`config.mk`:
```
export PLATFORM = sky130hd
export DESIGN_NAME = fetch_stage
export DESIGN_NICKNAME = d
export VERILOG_FILES = /design/src/rtl/fetch_pkg.sv /design/src/rtl/fetch_stage_if_id.sv /design/src/rtl/fetch_stage.sv
export SDC_FILE = /design/constraint.sdc
export NUM_CORES = 1
export LEC_CHECK = 0
export BUFFER_PORTS_ARGS = -buffer_cell sky130_fd_sc_hd__buf_2
export CORE_MARGIN = 2
export CORE_UTILIZATION = 36
export CTS_CLUSTER_DIAMETER = 150
export DETAILED_ROUTE_END_ITERATION = 12
export PLACE_DENSITY = 0.68
export SLEW_MARGIN = 0
export SYNTH_ARGS = -nofsm -noshare
export SYNTH_HDL_FRONTEND = slang
export SYNTH_HIERARCHICAL = 1
export SYNTH_SLANG_ARGS = --single-unit
export TNS_END_PERCENT = 10
```
`constraint.sdc`:
```
create_clock -name clk -period 2.95 [get_ports clk]
set_input_delay 0.59 -clock clk [delete_from_list [all_inputs] [get_ports clk]]
set_output_delay 0.59 -clock clk [all_outputs]
set_load 0.01 [all_outputs]
```
`src/rtl/fetch_pkg.sv`:
```
// Shared definitions for the instruction-fetch stage.
//   fetch_state_t : fetch controller states
//   NOP_INSTR     : instruction word placed in IF/ID when it is flushed or reset
//   PC_STEP       : default sequential PC increment in bytes
package fetch_pkg;

    typedef enum logic [1:0] {
        FETCH = 2'd0,   // request outstanding at pc_value_i
        HOLD  = 2'd1,   // fetched word parked while ID is stalled
        DRAIN = 2'd2    // redirect seen mid-request; waiting out the stale ack
    } fetch_state_t;

    localparam logic [31:0] NOP_INSTR = 32'h0000_0000;
    localparam int unsigned PC_STEP   = 4;

endpackage

```
`src/rtl/fetch_stage_if_id.sv`:
```
// IF/ID pipeline register: instruction word, its PC+4 and a valid bit.
// Ports:
//   clk, reset              : clock, asynchronous active-high reset
//   load                    : capture next_instr/next_pc_plus4 and mark valid
//   flush                   : clear to NOP / invalid (wins over load)
//   next_instr, next_pc_plus4 : data to capture on load
//   instr, pc_plus4, valid  : registered IF/ID contents
// With neither load nor flush the register holds, which is how ID stalls
// are absorbed.
module if_id_register
    import fetch_pkg::*;
#(
    parameter int N_BITS = 32
) (
    input  logic              clk,
    input  logic              reset,
    input  logic              load,
    input  logic              flush,
    input  logic [N_BITS-1:0] next_instr,
    input  logic [N_BITS-1:0] next_pc_plus4,
    output logic [N_BITS-1:0] instr,
    output logic [N_BITS-1:0] pc_plus4,
    output logic              valid
);

    always_ff @(posedge clk or posedge reset) begin
        if (reset) begin
            instr    <= N_BITS'(NOP_INSTR);
            pc_plus4 <= '0;
            valid    <= 1'b0;
        end else if (flush) begin
            instr    <= N_BITS'(NOP_INSTR);
            pc_plus4 <= '0;
            valid    <= 1'b0;
        end else if (load) begin
            instr    <= next_instr;
            pc_plus4 <= next_pc_plus4;
            valid    <= 1'b1;
        end
    end

endmodule

```
`src/rtl/fetch_stage.sv`:
```
// Instruction-fetch stage between the PC register and ID.
// Issues a req/ack instruction-memory request at the current PC, loads the
// IF/ID register, and produces the PC register's next value and hold control
// so the PC only advances when the memory has answered.  Taken branches and
// jumps from ID redirect fetch and flush the wrong-path instruction.
// Ports:
//   clk, reset                      : clock, asynchronous active-high reset
//   pc_value_i                      : current PC register value
//   new_pc_o, pc_hold_o             : next PC and PC-register hold (1 = keep)
//   imem_req_o, imem_addr_o         : memory request and its address
//   imem_ack_i, imem_rdata_i        : memory completion and instruction word
//   id_stall_i                      : ID cannot accept an instruction
//   branch_taken_i/branch_target_i  : ID redirect (taken branch, wins)
//   jump_i/jump_target_i            : ID redirect (j/jal/jr)
//   if_id_instr_o/_pc_plus4_o/_valid_o : IF/ID register contents
module fetch_stage #(
    parameter int unsigned        N_BITS   = 32,
    parameter logic [N_BITS-1:0]  RESET_PC = 32'h0040_0000,
    parameter int unsigned        PC_STEP  = fetch_pkg::PC_STEP
) (
    input  logic              clk,
    input  logic              reset,
    input  logic [N_BITS-1:0] pc_value_i,
    output logic [N_BITS-1:0] new_pc_o,
    output logic              pc_hold_o,
    output logic              imem_req_o,
    output logic [N_BITS-1:0] imem_addr_o,
    input  logic              imem_ack_i,
    input  logic [N_BITS-1:0] imem_rdata_i,
    input  logic              id_stall_i,
    input  logic              branch_taken_i,
    input  logic [N_BITS-1:0] branch_target_i,
    input  logic              jump_i,
    input  logic [N_BITS-1:0] jump_target_i,
    output logic [N_BITS-1:0] if_id_instr_o,
    output logic [N_BITS-1:0] if_id_pc_plus4_o,
    output logic              if_id_valid_o
);

    import fetch_pkg::*;

    // RESET_PC is owned by the PC register; it only has to be word aligned.
    if ((RESET_PC % PC_STEP) != 0) begin : g_reset_pc_check
        $error("RESET_PC is not aligned to PC_STEP");
    end

    fetch_state_t      state_reg, state_next;
    logic [N_BITS-1:0] buf_instr_reg, buf_pc_plus4_reg;
    logic [N_BITS-1:0] redir_pc_reg;

    logic              redirect;
    logic [N_BITS-1:0] pc_plus4;
    logic [N_BITS-1:0] target;

    logic              req_next;
    logic              buf_load, redir_load;
    logic              ifid_load, ifid_flush, ifid_sel_buf;
    logic [N_BITS-1:0] ifid_instr_in, ifid_pc_plus4_in;

    // Next-PC mux; the branch target wins when both redirects are raised.
    // The add wraps modulo 2^N_BITS.
    assign redirect = branch_taken_i | jump_i;
    assign pc_plus4 = pc_value_i + N_BITS'(PC_STEP);
    assign target   = branch_taken_i ? branch_target_i :
                      jump_i         ? jump_target_i   : pc_plus4;

    assign imem_addr_o = pc_value_i;
    // Reset kills the request combinationally; memory tolerates the abandoned one.
    assign imem_req_o  = req_next & ~reset;

    // State register
    always_ff @(posedge clk or posedge reset) begin
        if (reset) begin
            state_reg <= FETCH;
        end else begin
            state_reg <= state_next;
        end
    end

    // Next-state logic: redirect > id_stall_i > ack
    always_comb begin
        state_next = state_reg;
        case (state_reg)
            FETCH: begin
                if (redirect) begin
                    if (!imem_ack_i) state_next = DRAIN;
                end else if (imem_ack_i && id_stall_i) begin
                    state_next = HOLD;
                end
            end
            HOLD: begin
                if (redirect || !id_stall_i) state_next = FETCH;
            end
            DRAIN: begin
                if (imem_ack_i) state_next = FETCH;
            end
            default: state_next = FETCH;
        endcase
    end

    // Output / control logic
    always_comb begin
        req_next     = 1'b0;
        pc_hold_o    = 1'b1;
        new_pc_o     = target;
        buf_load     = 1'b0;
        redir_load   = 1'b0;
        ifid_load    = 1'b0;
        ifid_flush   = 1'b0;
        ifid_sel_buf = 1'b0;
        case (state_reg)
            FETCH: begin
                req_next  = 1'b1;
                // The PC moves exactly when the word arrives, redirect or not,
                // which keeps imem_addr_o stable across an unacked request.
                pc_hold_o = ~imem_ack_i;
                if (redirect) begin
                    ifid_flush = 1'b1;
                    redir_load = ~imem_ack_i;
                end else if (imem_ack_i) begin
                    if (id_stall_i) buf_load  = 1'b1;
                    else            ifid_load = 1'b1;
                end
            end
            HOLD: begin
                // The PC already advanced when the buffered word was acked.
                if (redirect) begin
                    pc_hold_o  = 1'b0;
                    ifid_flush = 1'b1;
                end else if (!id_stall_i) begin
                    ifid_load    = 1'b1;
                    ifid_sel_buf = 1'b1;
                end
            end
            DRAIN: begin
                // Old request still in flight at the held PC; its data is dropped.
                req_next  = 1'b1;
                new_pc_o  = redir_pc_reg;
                pc_hold_o = ~imem_ack_i;
            end
            default: ;
        endcase
    end

    // Hold buffer and pending redirect target
    always_ff @(posedge clk or posedge reset) begin
        if (reset) begin
            buf_instr_reg    <= '0;
            buf_pc_plus4_reg <= '0;
            redir_pc_reg     <= '0;
        end else begin
            if (buf_load) begin
                buf_instr_reg    <= imem_rdata_i;
                buf_pc_plus4_reg <= pc_plus4;
            end
            if (redir_load) begin
                redir_pc_reg <= target;
            end
        end
    end

    assign ifid_instr_in    = ifid_sel_buf ? buf_instr_reg    : imem_rdata_i;
    assign ifid_pc_plus4_in = ifid_sel_buf ? buf_pc_plus4_reg : pc_plus4;

    if_id_register #(
        .N_BITS (N_BITS)
    ) u_if_id (
        .clk           (clk),
        .reset         (reset),
        .load          (ifid_load),
        .flush         (ifid_flush),
        .next_instr    (ifid_instr_in),
        .next_pc_plus4 (ifid_pc_plus4_in),
        .instr         (if_id_instr_o),
        .pc_plus4      (if_id_pc_plus4_o),
        .valid         (if_id_valid_o)
    );

endmodule

```
==> results of run 1 <==
## placed cells by master (no fill, tap or decap), types with 6 or more instances in the layout
cell         n
buf_2      264
buf_4       51
nand4_1     10
mux2i_1     67
nand2_1     55
nand3_1      8
nor3_1       7
a21oi_1     82
clkbuf_16   17
nor2_1     163
inv_1        7
buf_12       6
o22ai_1      9
mux2_2      79
xnor2_1      8
nand2b_1     6
a31oi_1      7
dfrtp_1    163
a22oi_1      9
xor2_1      13
o21ai_0     44
## power breakdown
group,switching [mW],internal (mW),total [mW]
logic,0.612,0.522,1.13
clock network,0.973,1.40,2.37
registers,0.165,2.57,2.73
total,1.75,4.49,6.24
## metrics by stage
stage	worst slack [ns]	instances	area, µm²	TNS [ns]
6_report	0.0434	1484	11200	0
5_1_grt	-0.0426	1483	11200	-0.0729
4_1_cts	-0.0142	1482	11100	-0.0142
3_5_place_dp	-0.125	1450	10500	-0.233
3_3_place_gp	-0.107	1450	10500	-0.137
2_1_floorplan	0.155	898	8790	0
## final cells by class
type | instances | area share
multi-input combinational | 632 | 0.374
sequential | 163 | 0.365
timing repair buffer | 323 | 0.165
clock buffer | 20 | 0.0409
tap | 324 | 0.0363
clock inverter | 12 | 0.0150
inverter | 9 | 0.00336
antenna | 1 | 0.000224
## final timing paths
path	startpoint	to	slack, ns	cells after the start
worst min register to register	redir_pc_reg[17]	redir_pc_reg[17]	0.48	2
min in group clk	imem_ack_i	state_reg[1]	0.39	2
worst min-delay path	reset	u_if_id/instr[15]	0.24	2
worst max register to register	state_reg[1]	u_if_id/instr[23]	1.03	6
max in group asynchronous	reset	u_if_id/pc_plus4[22]	2.06	3
worst max-delay path	pc_value_i[3]	new_pc_o[26]	0.04	8
## worst reg2reg max path, stage by stage (launching register included)
cell and delay, ns:
dfrtp_1 0.46, nor2_1 0.25, o21ai_0 0.23, nor2_4 0.20
buf_12 0.28, mux2i_1 0.29, nor2_1 0.06
## logic make-up (layout without fill, tap and decap cells)
logic type,Yosys count,count (layout),synth area share
simple gates,279,279,0.144
compound gates,185,185,0.124
flops,163,163,0.464
mux,146,146,0.178
buf+inv,103,364,0.0688
xor+xnor,21,21,0.0209
fa+ha+maj,1,1,0.00142
other cells,0,1,0
## what timing repair did
item / in CTS / in global routing
resized for setup: 2 / 7
setup buffers: 0 / 1
setup endpoints to repair: 6 / 19
pin swaps: 2 / 2
## metal layers
| metal | global-route usage | wire length (µm) | vias to the layer above |
|---|---|---|---|
| li1 | - | - | 3606 |
| met1 | 0.272 | 11700 | 3591 |
| met2 | 0.308 | 11700 | 305 |
| met3 | 0.0740 | 2330 | 29 |
| met4 | 0.0667 | 505 | 2 |
| met5 | 0 | 8 | - |
==> impl_metrics.json, run 1 <==
{
  "dieArea_um2": 25700,
  "dp_hpwl_um": 19700,
  "syn_nets": 1033,
  "leakage_nw": 5.24,
  "multi_input_area_um2": 4180,
  "start_util": 0.364,
  "synth_commonest_cells": "165 x nor2_1, 163 x dfrtp_1, 82 x a21oi_1",
  "synthFlopType": "dfrtp_1",
  "fin_nets": 1281,
  "synth_warnings": 6,
  "hold_buffers": 0,
  "drive_above_1_share": 0.399,
  "htree_num_levels": 4,
  "min_period_ns": 2.91,
  "worstPathMaxFanout": 5,
  "io_pins": 265,
  "yosysMostFrequentCell": "nor2_1",
  "crit_arrival_ns": 2.32,
  "power.density_nw_per_um2": 558,
  "cp_data_required_time_ns": 2.36,
  "worstHoldPathType": "input port to asynchronous set/reset pin",
  "synth_edf_count": 0,
  "drtIter0Drc": 517,
  "finalCoreUtilization": 0.462,
  "vdd.ir_drop.worst_v": 0.000341,
  "grt_pass1_wl_um": 40900,
  "synthCells": 898,
  "drt_wl_total_um": 26300,
  "clockBufferDepth": 2,
  "cap_violations": 0,
  "cts_buffers": 17,
  "cts_tree": "built",
  "cp_top_family": "simple AND/OR/NAND/NOR gates",
  "clock_sinks": 163,
  "grt_max_degree": 68,
  "via_per_inst": 5.08,
  "synth_area_um2": 8790,
  "synth.area.top_cells": "dfrtp_1 46%, mux2_2 10%, mux2i_1 7.6%, nor2_1 7.0%, a21oi_1 4.7%",
  "yosys.area.top_type_share": 0.464,
  "yosysSeqAreaShare": 0.464,
  "worstSetupStartpointType": "input port",
  "ys_seq_elements": 163,
  "synth_top_area_cell": "dfrtp_1",
  "cts_root_buf": "clkbuf_16",
  "cpMaxStageDelayCell": "or4_4",
  "grtUsageTotal": 0.203,
  "async_flop_share": 1.00,
  "gp_congestion": 0.883,
  "ff_latch_area_um2": 4080,
  "die_w_um": 160,
  "cp-end-kind": "primary output",
  "slew_violations": 0,
  "syn2layout_area_growth_pct": 27.2,
  "insertion_delay_ns": 0.42,
  "avgSynthCellArea_um2": 9.79,
  "fin_crit_sh": 0.985,
  "finalHoldViolCount": 0,
  "holdWs_ns": 0.236,
  "synth.distinct_cells": 58,
  "crit_type": "input port to primary output",
  "wire_per_inst_um": 17.7,
  "path_cells": "buf_2 -> ha_4 -> nand3_4 -> or4_4 -> or4_4 -> nand3_1 -> a22o_1 -> buf_2",
  "path_buf_inv": 2,
  "antenna_found_initial": 2,
  "setup_viol": 0,
  "core-area_um2": 24200,
  "rsz0062_at_grt": "true",
  "power.total_mw": 6.24,
  "drcViolationCount": 0,
  "nFillCells": 2341,
  "final_antenna_net_count": 0,
  "first_pass_iters": 5,
  "core.rowCount": 57,
  "grt-ovfl-total": 0,
  "grt_pass1_vias": 7319,
  "max-slew-margin-rel": 0.438,
  "worst_pin_slew_ns": 0.839,
  "fin_skew_ns": 0.00824,
  "status": "finished, final reports clean",
  "clkSlewWorstSetupHoldPaths_ns": 0.07,
  "fmax_mhz": 344,
  "critical_path.max_stage_delay_ns": 0.50,
  "vias": 7533,
  "io_buffers": 264,
  "dieHeight_um": 160
}
(Power assumes the default switching activity.)
==> run 2, diff against run 1 <==
--- a/config.mk
+++ b/config.mk
@@ -10,7 +10,7 @@
 export CORE_UTILIZATION = 36
 export CTS_CLUSTER_DIAMETER = 150
 export DETAILED_ROUTE_END_ITERATION = 12
-export PLACE_DENSITY = 0.68
+export PLACE_DENSITY = 0.65
 export SLEW_MARGIN = 0
 export SYNTH_ARGS = -nofsm -noshare
 export SYNTH_HDL_FRONTEND = slang
==> constraint.sdc (replaced) <==
create_clock -name clk -period 3.7 [get_ports clk]
set_input_delay 0.74 -clock clk [delete_from_list [all_inputs] [get_ports clk]]
set_output_delay 0.74 -clock clk [all_outputs]
set_load 0.01 [all_outputs]
==> run 2 against run 1 <==
Effect of this change:
- count of clock-buffer cells in the layout is 1 higher
- non-clock buffer count is 37 lower
- die area unchanged
- register-to-register slack better by 0.50 ns
- global-route usage decreased by 0.49 points
- largest cell class unchanged
==> impl_metrics.json, run 2 (synthesis gave the netlist of run 1 again) <==
{
  "worstSetupStartpointType": "input port",
  "cts_setup_buffers": 0,
  "finalInstanceArea_um2": 10800,
  "worstHoldPathType": "input port to asynchronous set/reset pin",
  "cap_violations": 0,
  "hold_buffers": 0,
  "clockBufferDepth": 2,
  "grtUsageTotal": 0.199,
  "slew_violations": 0,
  "cts_buffers": 17,
  "finalHoldViolCount": 0,
  "cts_root_buf": "clkbuf_16",
  "first_pass_iters": 6,
  "dieArea_um2": 25700,
  "clkSlewWorstSetupHoldPaths_ns": 0.07,
  "vdd.ir_drop.worst_v": 0.000258,
  "insertion_delay_ns": 0.42,
  "fin_nets": 1244,
  "syn2layout_area_growth_pct": 23.1,
  "max-slew-margin-rel": 0.505,
  "gp_congestion": 0.849,
  "drtIter0Drc": 478,
  "grt_pass1_vias": 7096,
  "clock_sinks": 163,
  "start_util": 0.364,
  "drcViolationCount": 0,
  "final_antenna_net_count": 0,
  "internal_power_mw": 3.57,
  "leakage_nw": 5.05,
  "power_frac_comb": 0.175,
  "cp_data_required_time_ns": 2.96,
  "drt_wl_total_um": 25600,
  "wire_per_inst_um": 17.7,
  "min_period_ns": 3.45,
  "htree_num_levels": 4,
  "dieHeight_um": 160,
  "fmax_mhz": 290,
  "cp-end-kind": "primary output",
  "setup_viol": 0,
  "cts_tree": "built",
  "place_area_um2": 10200,
  "io_buffers": 264,
  "final_cell_mix": "264 x buf_2, 163 x nor2_1, 163 x dfrtp_1",
  "antenna_cells": 0,
  "grt-ovfl-total": 0,
  "fin_crit_sh": 0.931,
  "drive_above_1_share": 0.375,
  "tns_ns": 0,
  "die_w_um": 160,
  "core-area_um2": 24200,
  "power.density_nw_per_um2": 455,
  "via_per_inst": 5.06,
  "grt_pass1_wl_um": 39800,
  "clkPwrFrac": 0.383,
  "layout_commonest_cell": "buf_2",
  "worstPathMaxFanout": 7,
  "nFillCells": 2357,
  "rsz0062_at_grt": "false",
  "io_pins": 265,
  "cts_resized": 0,
  "fin_skew_ns": 0.0114,
  "switching_share": 0.275,
  "p_sw_mw": 1.35,
  "worst_pin_slew_ns": 0.742,
  "core.rowCount": 57,
  "crit_arrival_ns": 2.71,
  "pwr-share-seq": 0.442,
  "vias": 7310,
  "antenna_found_initial": 1,
  "dp_hpwl_um": 18900,
  "crit_type": "input port to primary output",
  "status": "finished, final reports clean",
  "grt_max_degree": 66
}
==> run 2: cell count changes in the layout (fill, tap and decap cells not counted), moves of 2 or more <==
cell        before  now
clkinv_4         3    5
buf_6            2    0
a221oi_1         3    5
buf_4           51   19
buf_12           6    3
inv_6            5    1
clkinvlp_4       2    0
a221oi_2         2    0
clkbuf_8         2    4
==> run 2: path summary, 6_finish.rpt <==
kind                                  startpoint                  end  slack [ns]  depth (start not counted)
worst max-delay path               pc_value_i[2]         new_pc_o[26]        0.25                          8
worst min-delay path                       reset    buf_instr_reg[16]        0.42                          2
worst max register to register      state_reg[1]     u_if_id/instr[5]        1.53                          6
worst min register to register  redir_pc_reg[15]     redir_pc_reg[15]        0.48                          2
max in group asynchronous                  reset  u_if_id/pc_plus4[1]        2.42                          3
min in group clk                redir_pc_reg[15]     redir_pc_reg[15]        0.48                          2
==> run 2: cell type report <==
| type | count | area [µm²] | area share |
|---|---|---|---|
| Inverter | 9 | 36.3 | 0.00335 |
| Timing Repair Buffer | 286 | 1520 | 0.141 |
| Tap cell | 324 | 405 | 0.0375 |
| Multi-Input combinational cell | 632 | 4150 | 0.383 |
| Sequential cell | 163 | 4080 | 0.377 |
| Clock inverter | 10 | 148 | 0.0136 |
| Clock buffer | 21 | 480 | 0.0444 |
==> run 2: worst max-delay path: stages <==
cell	delay, ns
buf_2	0.15
ha_1	0.24
nand3_4	0.10
or4_4	0.59
or4_4	0.50
nand3_1	0.10
a22o_1	0.14
buf_2	0.13
==> run 2: power groups by stage <==
stage / clock [mW] / sequential (mW) / combinational [mW]
after floorplan: 0 / 2.18 / 0.567
after global placement: 0 / 2.19 / 0.850
after detailed placement: 0 / 2.21 / 0.868
after CTS: 1.95 / 2.18 / 0.869
after global routing: 2.02 / 2.21 / 0.960
final: 1.89 / 2.18 / 0.860
==> run 2: metrics by stage <==
| stage | power (mW) | util | hold slack (ns) | worst slack, ns | std cells |
|---|---|---|---|---|---|
| floorplan | 2.75 | - | 0.445 | 0.398 | 898 |
| global placement | 3.04 | 0.422 | 0.459 | 0.283 | 1414 |
| detailed placement | 3.08 | 0.422 | 0.468 | 0.257 | 1414 |
| CTS | 5.00 | 0.447 | 0.455 | 0.256 | 1445 |
| global route | 5.19 | 0.447 | 0.466 | 0.146 | 1445 |
| finish | 4.93 | 0.447 | 0.421 | 0.254 | 1445 |
==> run 2: layer usage <==
metal	global-route usage	share of wire	up-vias
met5	0	0.00031	-
met4	0.0389	0.0097	2
met3	0.0642	0.074	17
met2	0.319	0.45	253
met1	0.265	0.46	3515
li1	-	-	3523
